## src/rtl/exec_pkg.sv

```systemverilog
// Shared execute-stage types: adder mode encoding, per-stage control register
// layout and the operand/chunk geometry check used at elaboration.
package exec_pkg;

    typedef enum logic [1:0] {
        ADD = 2'd0,
        ADC = 2'd1,
        SUB = 2'd2,
        SBC = 2'd3
    } adder_op_t;

    // Control bits that move with each beat; wide data lives in separate arrays.
    typedef struct packed {
        logic valid;
        logic carry;
        logic msb_a;
        logic msb_b;
    } stage_ctl_t;

    function automatic bit geometry_ok(input int bus, input int chunk);
        return (chunk > 0) && (bus >= chunk) && ((bus % chunk) == 0);
    endfunction

endpackage

```

## src/rtl/chunk_adder.sv

```systemverilog
// Combinational ripple-carry adder for one pipeline slice.
module chunk_adder #(
    parameter int width = 8
) (
    input  logic [width-1:0] a,
    input  logic [width-1:0] b,
    input  logic             cin,
    output logic [width-1:0] sum,
    output logic             cout
);

    always_comb begin
        logic c;
        sum = '0;
        c   = cin;
        for (int i = 0; i < width; i++) begin
            sum[i] = a[i] ^ b[i] ^ c;
            c      = (a[i] & b[i]) | (c & (a[i] ^ b[i]));
        end
        cout = c;
    end

endmodule

```

## src/rtl/pipelined_adder.sv

```systemverilog
// Pipelined add/subtract: one chunk of the carry chain resolved per stage,
// a single enable stalls the whole pipe, flags derived from the last stage.
module pipelined_adder
    import exec_pkg::*;
#(
    parameter int bus_size   = 32,
    parameter int chunk_size = 8
) (
    input  logic                clk,
    input  logic                rst_n,
    input  logic                in_valid,
    output logic                in_ready,
    input  logic [bus_size-1:0] OPA,
    input  logic [bus_size-1:0] OPB,
    input  logic [1:0]          op,
    input  logic                carryIn,
    output logic                out_valid,
    input  logic                out_ready,
    output logic [bus_size-1:0] result,
    output logic                carryOut,
    output logic                zero,
    output logic                negative,
    output logic                overflow
);

    localparam int W      = bus_size;
    localparam int C      = chunk_size;
    localparam int STAGES = bus_size / chunk_size;

    if (!geometry_ok(bus_size, chunk_size)) begin : g_geometry_check
        $fatal(1, "pipelined_adder: bus_size must be a non-zero multiple of chunk_size");
    end

    // Valid/ready: a beat moves across an interface on a rising edge where
    // valid && ready; the whole pipe advances together when the output is
    // empty or being taken, so in_ready is combinational on out_ready.
    logic adv;
    assign adv       = !out_valid || out_ready;
    assign in_ready  = adv;

    adder_op_t op_e;
    logic [W-1:0] b_eff;
    logic         c0;

    assign op_e = adder_op_t'(op);

    always_comb begin
        b_eff = OPB;
        c0    = 1'b0;
        case (op_e)
            ADD: begin b_eff = OPB;  c0 = 1'b0;    end
            ADC: begin b_eff = OPB;  c0 = carryIn; end
            SUB: begin b_eff = ~OPB; c0 = 1'b1;    end
            SBC: begin b_eff = ~OPB; c0 = carryIn; end
            default: begin b_eff = OPB; c0 = 1'b0; end
        endcase
    end

    stage_ctl_t   ctl_q [STAGES];
    stage_ctl_t   ctl_d [STAGES];
    logic [W-1:0] a_q   [STAGES];
    logic [W-1:0] a_d   [STAGES];
    logic [W-1:0] b_q   [STAGES];
    logic [W-1:0] b_d   [STAGES];
    logic [W-1:0] res_q [STAGES];
    logic [W-1:0] res_d [STAGES];

    // Operands shift down one chunk per stage so each stage always consumes
    // the low chunk; finished sum chunks enter at the top and shift down.
    for (genvar k = 0; k < STAGES; k++) begin : g_stage
        logic [W-1:0]   a_in;
        logic [W-1:0]   b_in;
        logic [W-1:0]   r_in;
        logic           c_in;
        logic           v_in;
        logic           ma_in;
        logic           mb_in;
        logic [C-1:0]   sum;
        logic           cout;
        logic [W+C-1:0] r_cat;

        if (k == 0) begin : g_first
            assign a_in  = OPA;
            assign b_in  = b_eff;
            assign r_in  = '0;
            assign c_in  = c0;
            assign v_in  = in_valid;
            assign ma_in = OPA[W-1];
            assign mb_in = b_eff[W-1];
        end else begin : g_next
            assign a_in  = a_q[k-1];
            assign b_in  = b_q[k-1];
            assign r_in  = res_q[k-1];
            assign c_in  = ctl_q[k-1].carry;
            assign v_in  = ctl_q[k-1].valid;
            assign ma_in = ctl_q[k-1].msb_a;
            assign mb_in = ctl_q[k-1].msb_b;
        end

        chunk_adder #(.width(C)) u_chunk (
            .a    (a_in[C-1:0]),
            .b    (b_in[C-1:0]),
            .cin  (c_in),
            .sum  (sum),
            .cout (cout)
        );

        assign r_cat    = {sum, r_in};
        assign res_d[k] = r_cat[W+C-1:C];
        assign a_d[k]   = a_in >> C;
        assign b_d[k]   = b_in >> C;
        assign ctl_d[k] = '{valid: v_in, carry: cout, msb_a: ma_in, msb_b: mb_in};
    end

    always_ff @(posedge clk or negedge rst_n) begin
        if (!rst_n) begin
            for (int i = 0; i < STAGES; i++) begin
                ctl_q[i] <= '0;
                a_q[i]   <= '0;
                b_q[i]   <= '0;
                res_q[i] <= '0;
            end
        end else if (adv) begin
            for (int i = 0; i < STAGES; i++) begin
                ctl_q[i] <= ctl_d[i];
                a_q[i]   <= a_d[i];
                b_q[i]   <= b_d[i];
                res_q[i] <= res_d[i];
            end
        end
    end

    assign out_valid = ctl_q[STAGES-1].valid;
    assign result    = res_q[STAGES-1];
    assign carryOut  = ctl_q[STAGES-1].carry;
    assign negative  = result[W-1];
    // Gated so an empty or reset pipe never reports a zero result.
    assign zero      = out_valid && (result == '0);
    assign overflow  = (ctl_q[STAGES-1].msb_a == ctl_q[STAGES-1].msb_b)
                    && (result[W-1] != ctl_q[STAGES-1].msb_a);

endmodule

```

## config.mk

```make
export PLATFORM = sky130hd
export DESIGN_NAME = pipelined_adder
export DESIGN_NICKNAME = d
export VERILOG_FILES = /design/src/rtl/exec_pkg.sv /design/src/rtl/chunk_adder.sv /design/src/rtl/pipelined_adder.sv
export SDC_FILE = /design/constraint.sdc
export NUM_CORES = 1
export LEC_CHECK = 0
export ABC_AREA = 1
export CAP_MARGIN = 0
export CORE_UTILIZATION = 50
export CTS_CLUSTER_SIZE = 24
export DETAILED_ROUTE_END_ITERATION = 10
export HOLD_SLACK_MARGIN = 0.02
export PLACE_DENSITY = 0.73
export REMOVE_ABC_BUFFERS = 1
export SYNTH_ARGS = -nofsm -noshare
export SYNTH_HDL_FRONTEND = slang
export SYNTH_SLANG_ARGS = --single-unit
export TNS_END_PERCENT = 30
```

## constraint.sdc

```tcl
create_clock -name clk -period 4.3 [get_ports clk]
set_input_delay 1.29 -clock clk [delete_from_list [all_inputs] [get_ports clk]]
set_output_delay 1.29 -clock clk [all_outputs]
set_load 0.03 [all_outputs]
```

# Yosys cells after proc, flatten, opt, wreduce, memory -nomap -nowiden
# Cells that the tools add are included.
[totals]
ramBits = 0
reg_bits = 192
latchBits = 0
in_bits = 71
out_inout_bits = 38
elab_cells = 203
mem_count = 0
mem_bits_ro = 0
[op_classes]
n_mux = 2
n_mul = 0
add_sub_neg = 0
n_reduce_logical = 9
n_bitwise = 161
shift = 0
n_eq_ne = 5
n_div = 0
n_lt_le_gt_ge = 0
[ops]
columns = ["op", "count"]
rows = [
  ["$and A1 B1 Y1", 64],
  ["$pmux W32 S2", 1],
  ["$xor A1 B1 Y1", 64],
  ["$logic_not A32 Y1", 1],
  ["$not A32 Y32", 1],
  ["$or A1 B1 Y1", 32],
  ["$reduce_or A2 Y1", 3],
  ["$eq A2 B2 Y1 const B", 2],
  ["$pmux W1 S3", 1],
  ["$eq A2 B1 Y1 const B", 1],
  ["$logic_and A1 B1 Y1", 2],
  ["$logic_not A2 Y1", 1],
  ["$eq A1 B1 Y1", 1],
  ["$logic_not A1 Y1", 1],
  ["$logic_or A1 B1 Y1", 1],
  ["$ne A1 B1 Y1", 1],
]

# Logic depth before layout (Yosys ltp)
[depth]
ltp_word = 20
depth_mapped = 15
depth_no_buf = 13

# Modules after synthesis
# A second synthesis with hierarchy kept.
[unflattened]
cells_unflattened = 621
hier_area_um2 = 8106.5
[modules_own_cells]
columns = ["module", "n_inst", "seq_area_each_um2", "area_each_um2", "cells_each"]
rows = [
  ["pipelined_adder", 1, 4654.5, 7315.8, 549],
  ["chunk_adder", 4, 0.0, 197.7, 18],
]

# Worst setup path before layout
# Ideal clock, no wire load.
[synth_path]
kind = "in2reg"
from = "input port op[1]"
to = "register res_q, in the netlist g_stage[1].r_in[31]"
t_arrival_ns = 5.219
required_time_ns = 4.175
setup_time_ns = 0.125
path_stages = 15
slack_ns = -1.044
path_buffers = 2
cell_sequence = "buf_4 > buf_2 > mux2i_1 > fa_1 > inv_1 > fa_1 > inv_1 > fa_1 > fa_1 > fa_1 > fa_1 > fa_1 > inv_1 > fa_1 > mux2_4"
[synth_via]
elab_chain_len = 19
elab_cells_between_ends = 39
classes_between = "eq/ne (3); mux (2); bitwise (30); reduce/logical (4)"
[synth_lines]
columns = ["element", "line_no", "rtl"]
rows = [
  ["start, declared", "pipelined_adder.sv:15", "input logic [1:0] op,"],
  ["$eq A2 B2 Y1 (tied with other cells)", "pipelined_adder.sv:50", "case (op_e)"],
  ["$reduce_or A2 Y1 (no source line)", "n/a", ""],
  ["$pmux W32 S2", "pipelined_adder.sv:50", ""],
  ["$xor A1 B1 Y1", "chunk_adder.sv:18", "c = (a[i] & b[i]) | (c & (a[i] ^ b[i]));"],
  ["$and A1 B1 Y1", "chunk_adder.sv:18", ""],
  ["$or A1 B1 Y1", "chunk_adder.sv:18", ""],
  ["$and A1 B1 Y1", "chunk_adder.sv:18", ""],
  ["$or A1 B1 Y1", "chunk_adder.sv:18", ""],
  ["[4 not listed]", "n/a", ""],
  ["$and A1 B1 Y1", "chunk_adder.sv:18", ""],
  ["$or A1 B1 Y1", "chunk_adder.sv:18", ""],
  ["$and A1 B1 Y1", "chunk_adder.sv:18", ""],
  ["$or A1 B1 Y1", "chunk_adder.sv:18", ""],
  ["$and A1 B1 Y1", "chunk_adder.sv:18", ""],
  ["$or A1 B1 Y1", "chunk_adder.sv:18", ""],
  ["$xor A1 B1 Y1 *", "chunk_adder.sv:17", "sum[i] = a[i] ^ b[i] ^ c;"],
  ["named net g_stage[0].sum[7]", "pipelined_adder.sv:78", "logic [C-1:0] sum;"],
  ["end signal, assigned by index", "pipelined_adder.sv:128", "res_q[i] <= res_d[i];"],
  ["end, declared", "pipelined_adder.sv:65", "logic [W-1:0] res_q [STAGES];"],
]
# Mark *: on every way through the listed nets, which the timed path passes. The rest lies on a longest branch.
# A chain may end at the register's enable or synchronous reset.

# Worst setup path after layout
[layout_path]
from = "input port op[0]"
to = "register res_q, in the netlist g_stage[1].r_in[31]"
# Same word-level chain as after synthesis.

==> metrics.yaml <==
status: "complete, but fails checks"
violations: "negative setup slack"
total_leakage_power_nw: 4.59
n_fill_cell: 1203
cts-root-buf: "clkbuf_16"
cp_top_family: "adder cells"
cp.buffers_inverters: 4
cts_tree: "done"
synthXorXnorAreaFrac_pct: 3.37
p_sw_mw: 2.56
area_growth_pct: 21.5
arrival_ns: 4.82
clock_path_buffers: 2
grt_use_met3_pct: 4.32
clock-sinks: 186
tightest_slew_ns: 0.951
clk_latency_ns: 0.42
synth_compound_area_share_pct: 5.42
cpMostUsedCell: "fa_2"
h-tree-depth: 4
first_pass_iters: 4
synth_top_family_by_area: "multiplexers"
io_buffers: 108
synth_most_common_cell: "dfrtp_1"
max_freq_mhz: 222
drive_above_1_share_pct: 20.4
grt_usage_pct: 18.6
intPower_mw: 4.92
gp_congestion: 0.767
placementRows: 46
numCtsBuffers: 17
drtIter0Drc: 217
grt_pass1_vias: 4918
syn_area_per_cell_um2: 12.8
post_drt_wl_per_cell_um: 14.9
vias: 4690
switching_share_pct: 34.2
min_period_ns: 4.51
wl_um: 14500
cp-end-kind: "register"
die_y_um: 131
fin_skew_ns: 0.00817
p_total_mw: 7.48
synth_top_area_share_pct: 56.0
critical_path_class: "input pin to register"
p_comb_share_pct: 38.8
antenna_found_initial: 0
setup_slack_ns: -0.214
grt_max_degree: 118
hold_class: "register to register"
start_util_pct: 51.7
die_w_um: 131
hpwl_um: 9870
start_kind: "input pin"
synth_area_leaders: "dfrtp_1 (56%), mux2_4 (12%), fa_1 (7.7%)"
layout.nets: 851
max_stage_delay_ns: 0.41
pwr-share-clk_pct: 20.4
grt_util_met1_pct: 24.7
remaining_drc_errors: 0
post_cts_buffers: 0
grt_use_met2_pct: 30.1
via_per_inst: 4.81
path_clk_slew_ns: 0.07
finalSetupTns_ns: -0.214
power_density_nw_per_um2: 742
io_pins: 109
grt_overflow: 0
synthMuxAreaShare_pct: 16.3
ant_nets: 0
synth-seq-cells: 186
ys_types: 17
synthCells: 649
slew_headroom_pct: 36.6
crit_chain: "buf_6, mux2i_2, fa_2, inv_2, fa_2, inv_2, fa_2, fa_2, fa_2, fa_2, fa_2, inv_2, fa_1, mux2_4"
synth-simple-area-share_pct: 5.44
drv_slew: 0
synthAdderAreaFrac_pct: 7.71
die-area_um2: 17100
yosys_most_used_dff: "dfrtp_1"
synth_warnings: 0
hold_viol_final: 0
crit_slowest_cell: "fa_1"
core-area_um2: 16100
ys_async_sr_fraction_pct: 100
synth_common_cells: "dfrtp_1 (186), nor2_1 (71), mux2_4 (67), inv_1 (57), a21oi_1 (55)"
finalSetupViolations: 1
grt_pass1_wl_um: 24000
p_seq_share_pct: 40.8
synth_edf_count: 0
timing.final.crit_share_pct: 105
vdd_drop_max_uv: 631
syn_area_um2: 8310
yosysSeqAreaShare_pct: 56.0
cts_hold_buf: 0
busiest_layer: "met2"
rsz0062_at_grt: "yes"
worstPathMaxFanout: 1
antenna_cells: 0
synth_top_area_cell: "dfrtp_1"
max-cap-violations: 0
worstPathRequired_ns: 4.61
[worst min-delay path, delay by kind of cell (launching register included)]
family	cells	cell delay [ns]
AND/OR/NAND/NOR	1	0.05
buffers and inverters	1	0.05
flip-flops	1	0.33
[final timing paths]
check | cells past startpoint | endpoint | slack (ns) | start
max | 14 | g_stage[1].r_in[31] | -0.21 | op[0]
min | 2 | out_valid | 0.46 | g_stage[3].v_in
max reg2reg | 12 | g_stage[3].r_in[31] | 0.39 | g_stage[2].a_in[0]
min reg2reg | 2 | out_valid | 0.46 | g_stage[3].v_in
max in group asynchronous | 2 | g_stage[3].r_in[11] | 2.50 | rst_n
min in group asynchronous | 1 | result[10] | 0.94 | rst_n
[cells by family (layout without fill, tap and decap cells)]
family | count (synthesis) | in the layout
AOI/OAI and AO/OA | 90 | 90
xor gates and xnor gates | 32 | 32
adders and majority gates | 32 | 32
buffers and inverters | 92 | 203
DFF | 186 | 186
muxes | 98 | 98
and+or+nand+nor | 119 | 119
[layout by cell type, fill, tap and decap left out]
cell type        Yosys  layout
dfrtp_1            186     186
clkdlybuf4s50_1      0     100
nor2_1              71      71
mux2_4              67      67
a21oi_1             55      55
inv_1               57      53
nand2_1             44      43
o21ai_0             35      35
mux2_2              30      30
xnor2_1             30      29
fa_1                32      25
clkbuf_16            0      17
fa_2                 0       7
clkinv_2             0       5
buf_4                3       5
nand3_1              4       4
inv_2                0       4
clkinvlp_4           0       3
clkbuf_8             0       3
buf_6               13       3
xor2_1               2       2
bufinv_16            0       2
clkinv_4             0       2
buf_2               16       2
buf_12               0       2
xnor2_2              0       1
mux2i_2              0       1
nand2_4              0       1
clkdlybuf4s15_1      0       1
dlymetal6s2s_1       0       1
[power groups by stage]
stage / combinational, mW / clock, mW / sequential, mW
after floorplan: 2.06 / 0 / 3.30
after global placement: 2.82 / 0 / 3.04
after detailed placement: 2.92 / 0 / 3.09
after CTS: 2.95 / 1.57 / 3.07
after global routing: 3.25 / 1.63 / 3.16
final: 2.90 / 1.53 / 3.06
[through the flow]
stage	instance area (um^2)	worst slack (ns)	cells	hold slack, ns	utilization, %
finish	10100	-0.214	976	0.456	62.8
global route	10100	-0.274	976	0.497	62.8
CTS	10100	-0.373	976	0.464	62.8
detailed placement	9480	-1.35	945	0.446	59.0
global placement	9480	-1.27	945	0.440	59.0
floorplan	8050	-3.87	614	0.420	-
[area by class of cell]
| class | count | area (um^2) | area share [%] |
|---|---|---|---|
| clock inverters | 12 | 125 | 1.24 |
| flip-flops and latches | 186 | 4650 | 46.1 |
| well taps | 216 | 270 | 2.68 |
| multi-input cells | 371 | 3210 | 31.8 |
| clock buffers | 19 | 453 | 4.49 |
| repair buffers | 115 | 1160 | 11.5 |
| inverters | 57 | 214 | 2.12 |
[routing by layer]
metal | up-vias | share of wire, %
met2 | 97 | 48
met1 | 2301 | 46
met4 | 0 | 1.6
li1 | 2275 | -
met5 | - | 0
met3 | 17 | 4.0
[state kept, by name, indices dropped and copies added (netlist names)]
name,count
g_stage.c_in,3
carryOut,1
result,32
g_stage.v_in,3
out_valid,1
g_stage.r_in,48
ctl_q,2
g_stage.a_in,45
g_stage.mb_in,3
g_stage.ma_in,3
g_stage.b_in,45
[what timing repair did]
| item | CTS | global route |
|---|---|---|
| endpoints found under the setup margin | 3 | 2 |
| resized for setup | 28 | 5 |
| pin swaps | 9 | 9 |
| hold endpoints to repair | 0 | 0 |
No activity file was read; power rests on OpenSTA's default activity.
==> RTL edit 1, RTL diff (same flow settings) <==
Put a register stage on the output `overflow`, with the module's reset. The value now appears one clock later. The other outputs are not delayed to match.
--- a/src/rtl/pipelined_adder.sv
+++ b/src/rtl/pipelined_adder.sv
@@ -137,6 +137,11 @@
     // Gated so an empty or reset pipe never reports a zero result.
     assign zero      = out_valid && (result == '0);
-    assign overflow  = (ctl_q[STAGES-1].msb_a == ctl_q[STAGES-1].msb_b)
-                    && (result[W-1] != ctl_q[STAGES-1].msb_a);
+    always_ff @(posedge clk or negedge rst_n) begin
+        if (!rst_n) begin
+            overflow <= '0;
+        end else begin
+            overflow <= (ctl_q[STAGES-1].msb_a == ctl_q[STAGES-1].msb_b) && (result[W-1] != ctl_q[STAGES-1].msb_a);
+        end
+    end
 
 endmodule
Check against the original RTL: not equivalent (Yosys sat finds a counterexample within 10 cycles, from zero or initial values and one cycle with rst_n low).
==> RTL edit 1 against the original RTL <==
The run still ends with negative setup slack left; sequential cell count rose by 1; wire length rose by 2.5%; design area rose by 0.98%; area after synthesis rose by 0.30%; count of clock-buffer cells in the layout rose by 9; clock power rose by 7%; global-route usage rose by 0.55 points; critical path type unchanged; register-to-register slack got worse by 20 ps; power rose by 1.8%; die area rose by 0.29%; utilization rose by 0.62 points; setup slack improved by 70 ps.
==> RTL edit 1: results (changes against the original RTL) <==
{
  "dp_hpwl": {"value": 10.1, "unit": "mm", "change": "+2.0%"},
  "synthTopCellsByCount": {"value": "187 x sky130_fd_sc_hd__dfrtp_1, 71 x sky130_fd_sc_hd__nor2_1, 67 x sky130_fd_sc_hd__mux2_4"},
  "post_route_skew": {"value": 7.06, "unit": "ps", "change": "-1.11 ps"},
  "synth_adder_area_share": {"value": 0.0769, "change": "-0.000232"},
  "parity_gate_share_of_the_synthesized_area_counting_xor_and_xnor_cells": {"value": 0.0336, "change": "-0.000101"},
  "power.switching": {"value": 2.56, "unit": "mW", "change": "about the same"},
  "wl_met1": {"value": 6.73, "unit": "mm", "change": "+0.64%"},
  "placed_cell_area": {"value": 9530, "unit": "um2", "change": "+0.50%"},
  "post_synth_mux_area_share": {"value": 0.163, "change": "-0.000490"},
  "status": {"value": "finished, violations left"},
  "max-slew-margin-rel": {"value": 0.381, "change": "+0.0157"},
  "timing.critical_path.arrival": {"value": 4760, "unit": "ps", "change": "-60 ps"},
  "fill_cells": {"value": 1196, "change": "-0.58%"},
  "drive_above_1_share": {"value": 0.208, "change": "+0.00390"},
  "finalSetupViolations": {"value": 1, "change": "unchanged"},
  "power_leakage": {"value": 4.65, "unit": "nW", "change": "+1.3%"},
  "layout_setup_ws": {"value": -144, "unit": "ps", "change": "+69.5 ps"},
  "violations": {"value": "negative setup slack"},
  "crit_path_max_incr_delay": {"value": 380, "unit": "ps", "change": "-30 ps"},
  "grtUsageMet2": {"value": 0.306, "change": "+0.00498"},
  "dpl.cell_count": {"value": 949, "change": "+0.42%"},
  "detailroute.via_count": {"value": 4801, "change": "+2.4%"},
  "place_congestion": {"value": 0.799, "change": "+4.2%"},
  "timing.setup.tns": {"value": -144, "unit": "ps", "change": "+69.5 ps"},
  "grt_max_degree": {"value": 128, "change": "+8.5%"},
  "met3_wirelength": {"value": 744, "unit": "um", "change": "+28%"},
  "synth-compound-area-share": {"value": 0.0541, "change": "-0.000163"},
  "worst_ir_drop_vdd": {"value": 416, "unit": "uV", "change": "-34%"}
}
RTL edit 1: cell count changes after synthesis:
cell	change
sky130_fd_sc_hd__dfrtp_1	+1
RTL edit 1: path summary, 6_finish.rpt:
| path | slack (ps) | depth (start not counted) | endpoint | start |
|---|---|---|---|---|
| worst max-delay path | -140 | 14 | g_stage[1].r_in[31] | op[0] |
| worst min-delay path | 460 | 2 | out_valid | g_stage[3].v_in |
| worst max register to register | 370 | 12 | g_stage[3].r_in[31] | g_stage[2].a_in[0] |
| worst min register to register | 460 | 2 | out_valid | g_stage[3].v_in |
| max in group asynchronous | 2400 | 2 | g_stage[3].r_in[19] | rst_n |
| min in group asynchronous | 990 | 1 | g_stage[1].b_in[17] | rst_n |
RTL edit 1: worst reg2reg max path, stage by stage (launching register included):
cell and delay (ps):
sky130_fd_sc_hd__dfrtp_1 400, sky130_fd_sc_hd__fa_1 420, sky130_fd_sc_hd__inv_1 80, sky130_fd_sc_hd__fa_1 180, sky130_fd_sc_hd__inv_1 60, sky130_fd_sc_hd__fa_1 400
sky130_fd_sc_hd__fa_1 430, sky130_fd_sc_hd__fa_1 410, sky130_fd_sc_hd__fa_1 400, sky130_fd_sc_hd__fa_1 410, sky130_fd_sc_hd__inv_1 90, sky130_fd_sc_hd__fa_1 420
sky130_fd_sc_hd__a21oi_1 150
RTL edit 1: area by class of cell:
type | count | area [um2] | area share
clock buffers | 28 | 557 | 0.0547
clock inverters | 4 | 73.8 | 0.00725
inverters | 57 | 214 | 0.0210
multi-input cells | 371 | 3220 | 0.316
flip-flops and latches | 187 | 4680 | 0.459
well taps | 216 | 270 | 0.0265
repair buffers | 118 | 1170 | 0.115
==> RTL edit 2, RTL diff (config.mk and constraints unchanged) <==
Without the edit above. `chunk_size`: 8 -> 4.
--- a/src/rtl/pipelined_adder.sv
+++ b/src/rtl/pipelined_adder.sv
@@ -5,5 +5,5 @@
 #(
     parameter int bus_size   = 32,
-    parameter int chunk_size = 8
+    parameter int chunk_size = 4
 ) (
     input  logic                clk,
Formal check against the unedited RTL: not equivalent (Yosys sat finds a counterexample within 10 cycles, from zero or initial values and one cycle with rst_n low).
==> RTL edit 2 against the original RTL <==
The run ends with design-rule violations left; synthesized cell count grew to 2.6 times the old value; clock power up 140%; sequential power up 99%; power increased by 80%; sequential cell count increased by 200; setup slack gained 870 ps; wire length up 87%; register-to-register slack better by 1500 ps; area after synthesis up 89%; cell count is 120% higher; design area up 81%; critical path type is now flop to output pin; largest power group unchanged.
==> RTL edit 2: results (changes against the original RTL) <==
{
  "worst_ir_drop_vdd": {"value": 581, "unit": "uV", "change": "-7.9%"},
  "synth-compound-area-share": {"value": 0.0529, "change": "-0.00132"},
  "worst-r2r-cell-count": {"value": 8, "change": "-4"},
  "met2_wirelength": {"value": 12.8, "unit": "mm", "change": "+82%"},
  "worst_path_max_delay_cell": {"value": "sky130_fd_sc_hd__clkdlybuf4s50_1"},
  "r2r_slack": {"value": 1940, "unit": "ps", "change": "+1550 ps"},
  "violations": {"value": "design-rule violations"},
  "dominant_cell_type_by_count_on_the_critical_path": {"value": "sky130_fd_sc_hd__nor2_1"},
  "drc": {"value": 12, "change": "+12"},
  "status": {"value": "finished, violations left"},
  "worstPathMaxFanout": {"value": 3, "change": "+2"},
  "wire_length_of_the_first_global_routing_pass": {"value": 47.3, "unit": "mm", "change": "+97%"},
  "rr_startpoint": {"value": "g_stage[4].a_in[0]"},
  "drive_above_1_share": {"value": 0.0474, "change": "-0.157"},
  "finalNetCount": {"value": 1847, "change": "+120%"},
  "synth.lib_cells_used.distinct": {"value": 21, "change": "+4"},
  "cts.repair.resized": {"value": 0, "change": "-100%"},
  "wl_met1": {"value": 13.0, "unit": "mm", "change": "+94%"},
  "grt_util_all_layers": {"value": 0.179, "change": "-0.00725"},
  "grt_max_degree": {"value": 232, "change": "+97%"},
  "crit_path_start": {"value": "result[5]"},
  "totalWireLength": {"value": 27.2, "unit": "mm", "change": "+87%"},
  "dr.first_iter.drc_count": {"value": 743, "change": "+240%"},
  "crit-reg2reg-capture": {"value": "g_stage[5].r_in[31]"},
  "crit_path_max_incr_delay": {"value": 720, "unit": "ps", "change": "+310 ps"},
  "avgViaCountPerCell": {"value": 4.78, "change": "-0.56%"},
  "largest_reg_flops": {"value": 112, "change": "+130%"},
  "tritoncts.num_buffers": {"value": 41, "change": "+24"},
  "timing.critical_path.to": {"value": "zero"},
  "firstDrtPassIters": {"value": 8, "change": "+4"},
  "path_delay_family": {"value": "buffers and inverters"},
  "ys_top_cells_by_area": {"value": "sky130_fd_sc_hd__dfrtp_1 62%, sky130_fd_sc_hd__nand2_1 20%, sky130_fd_sc_hd__o21ai_0 4.3%"},
  "synthTopCellsByCount": {"value": "835 x sky130_fd_sc_hd__nand2_1, 386 x sky130_fd_sc_hd__dfrtp_1, 135 x sky130_fd_sc_hd__o21ai_0"}
}
## RTL edit 2: layout make-up
class / count / area, um2 / area share
Clock buffer: 62 / 1240 / 0.0683
Clock inverter: 11 / 180 / 0.00988
Inverter: 106 / 405 / 0.0222
Multi-Input combinational cell: 1089 / 4990 / 0.274
Sequential cell: 386 / 9660 / 0.530
Tap cell: 396 / 495 / 0.0272
Timing Repair Buffer: 120 / 1260 / 0.0689
## RTL edit 2: cell families after synthesis
kind of cell	after synthesis
adders and majority gates	32
muxes	1
and+or+nand+nor	858
DFF	386
xor gates and xnor gates	32
buffers and inverters	196
AOI/OAI and AO/OA	166
## RTL edit 2: layer usage
layer | track usage | up-vias
met5 | 0 | -
met3 | 0.0265 | 47
met4 | 0.0455 | 0
met2 | 0.303 | 136
met1 | 0.243 | 4966
li1 | - | 5220
## RTL edit 2: worst min path at each step
stage	from	end	slack, ps	cells after the start
global route	g_stage[6].r_in[22]	g_stage[7].r_in[18]	490	2
floorplan	g_stage[7].v_in	out_valid	420	2
global placement	g_stage[7].v_in	out_valid	430	2
CTS	g_stage[7].v_in	out_valid	440	2
detailed placement	g_stage[7].v_in	out_valid	430	2
finish	g_stage[7].v_in	out_valid	440	2
## RTL edit 2: stage by stage
step / area, um2 / total power [mW] / TNS, ps / worst slack [ps]
finish: 18200 / 13.5 / 0 / 653
global route: 18200 / 14.6 / 0 / 501
CTS: 18200 / 13.7 / 0 / 547
detailed placement: 16800 / 9.94 / 0 / 566
global placement: 16800 / 9.74 / 0 / 636
floorplan: 15100 / 8.75 / -2035390 / -7190
## RTL edit 2: power breakdown
part	total [mW]	switching, mW	internal (mW)
registers	6.10	0.847	5.26
clock network	3.65	1.36	2.29
logic	3.75	2.34	1.42
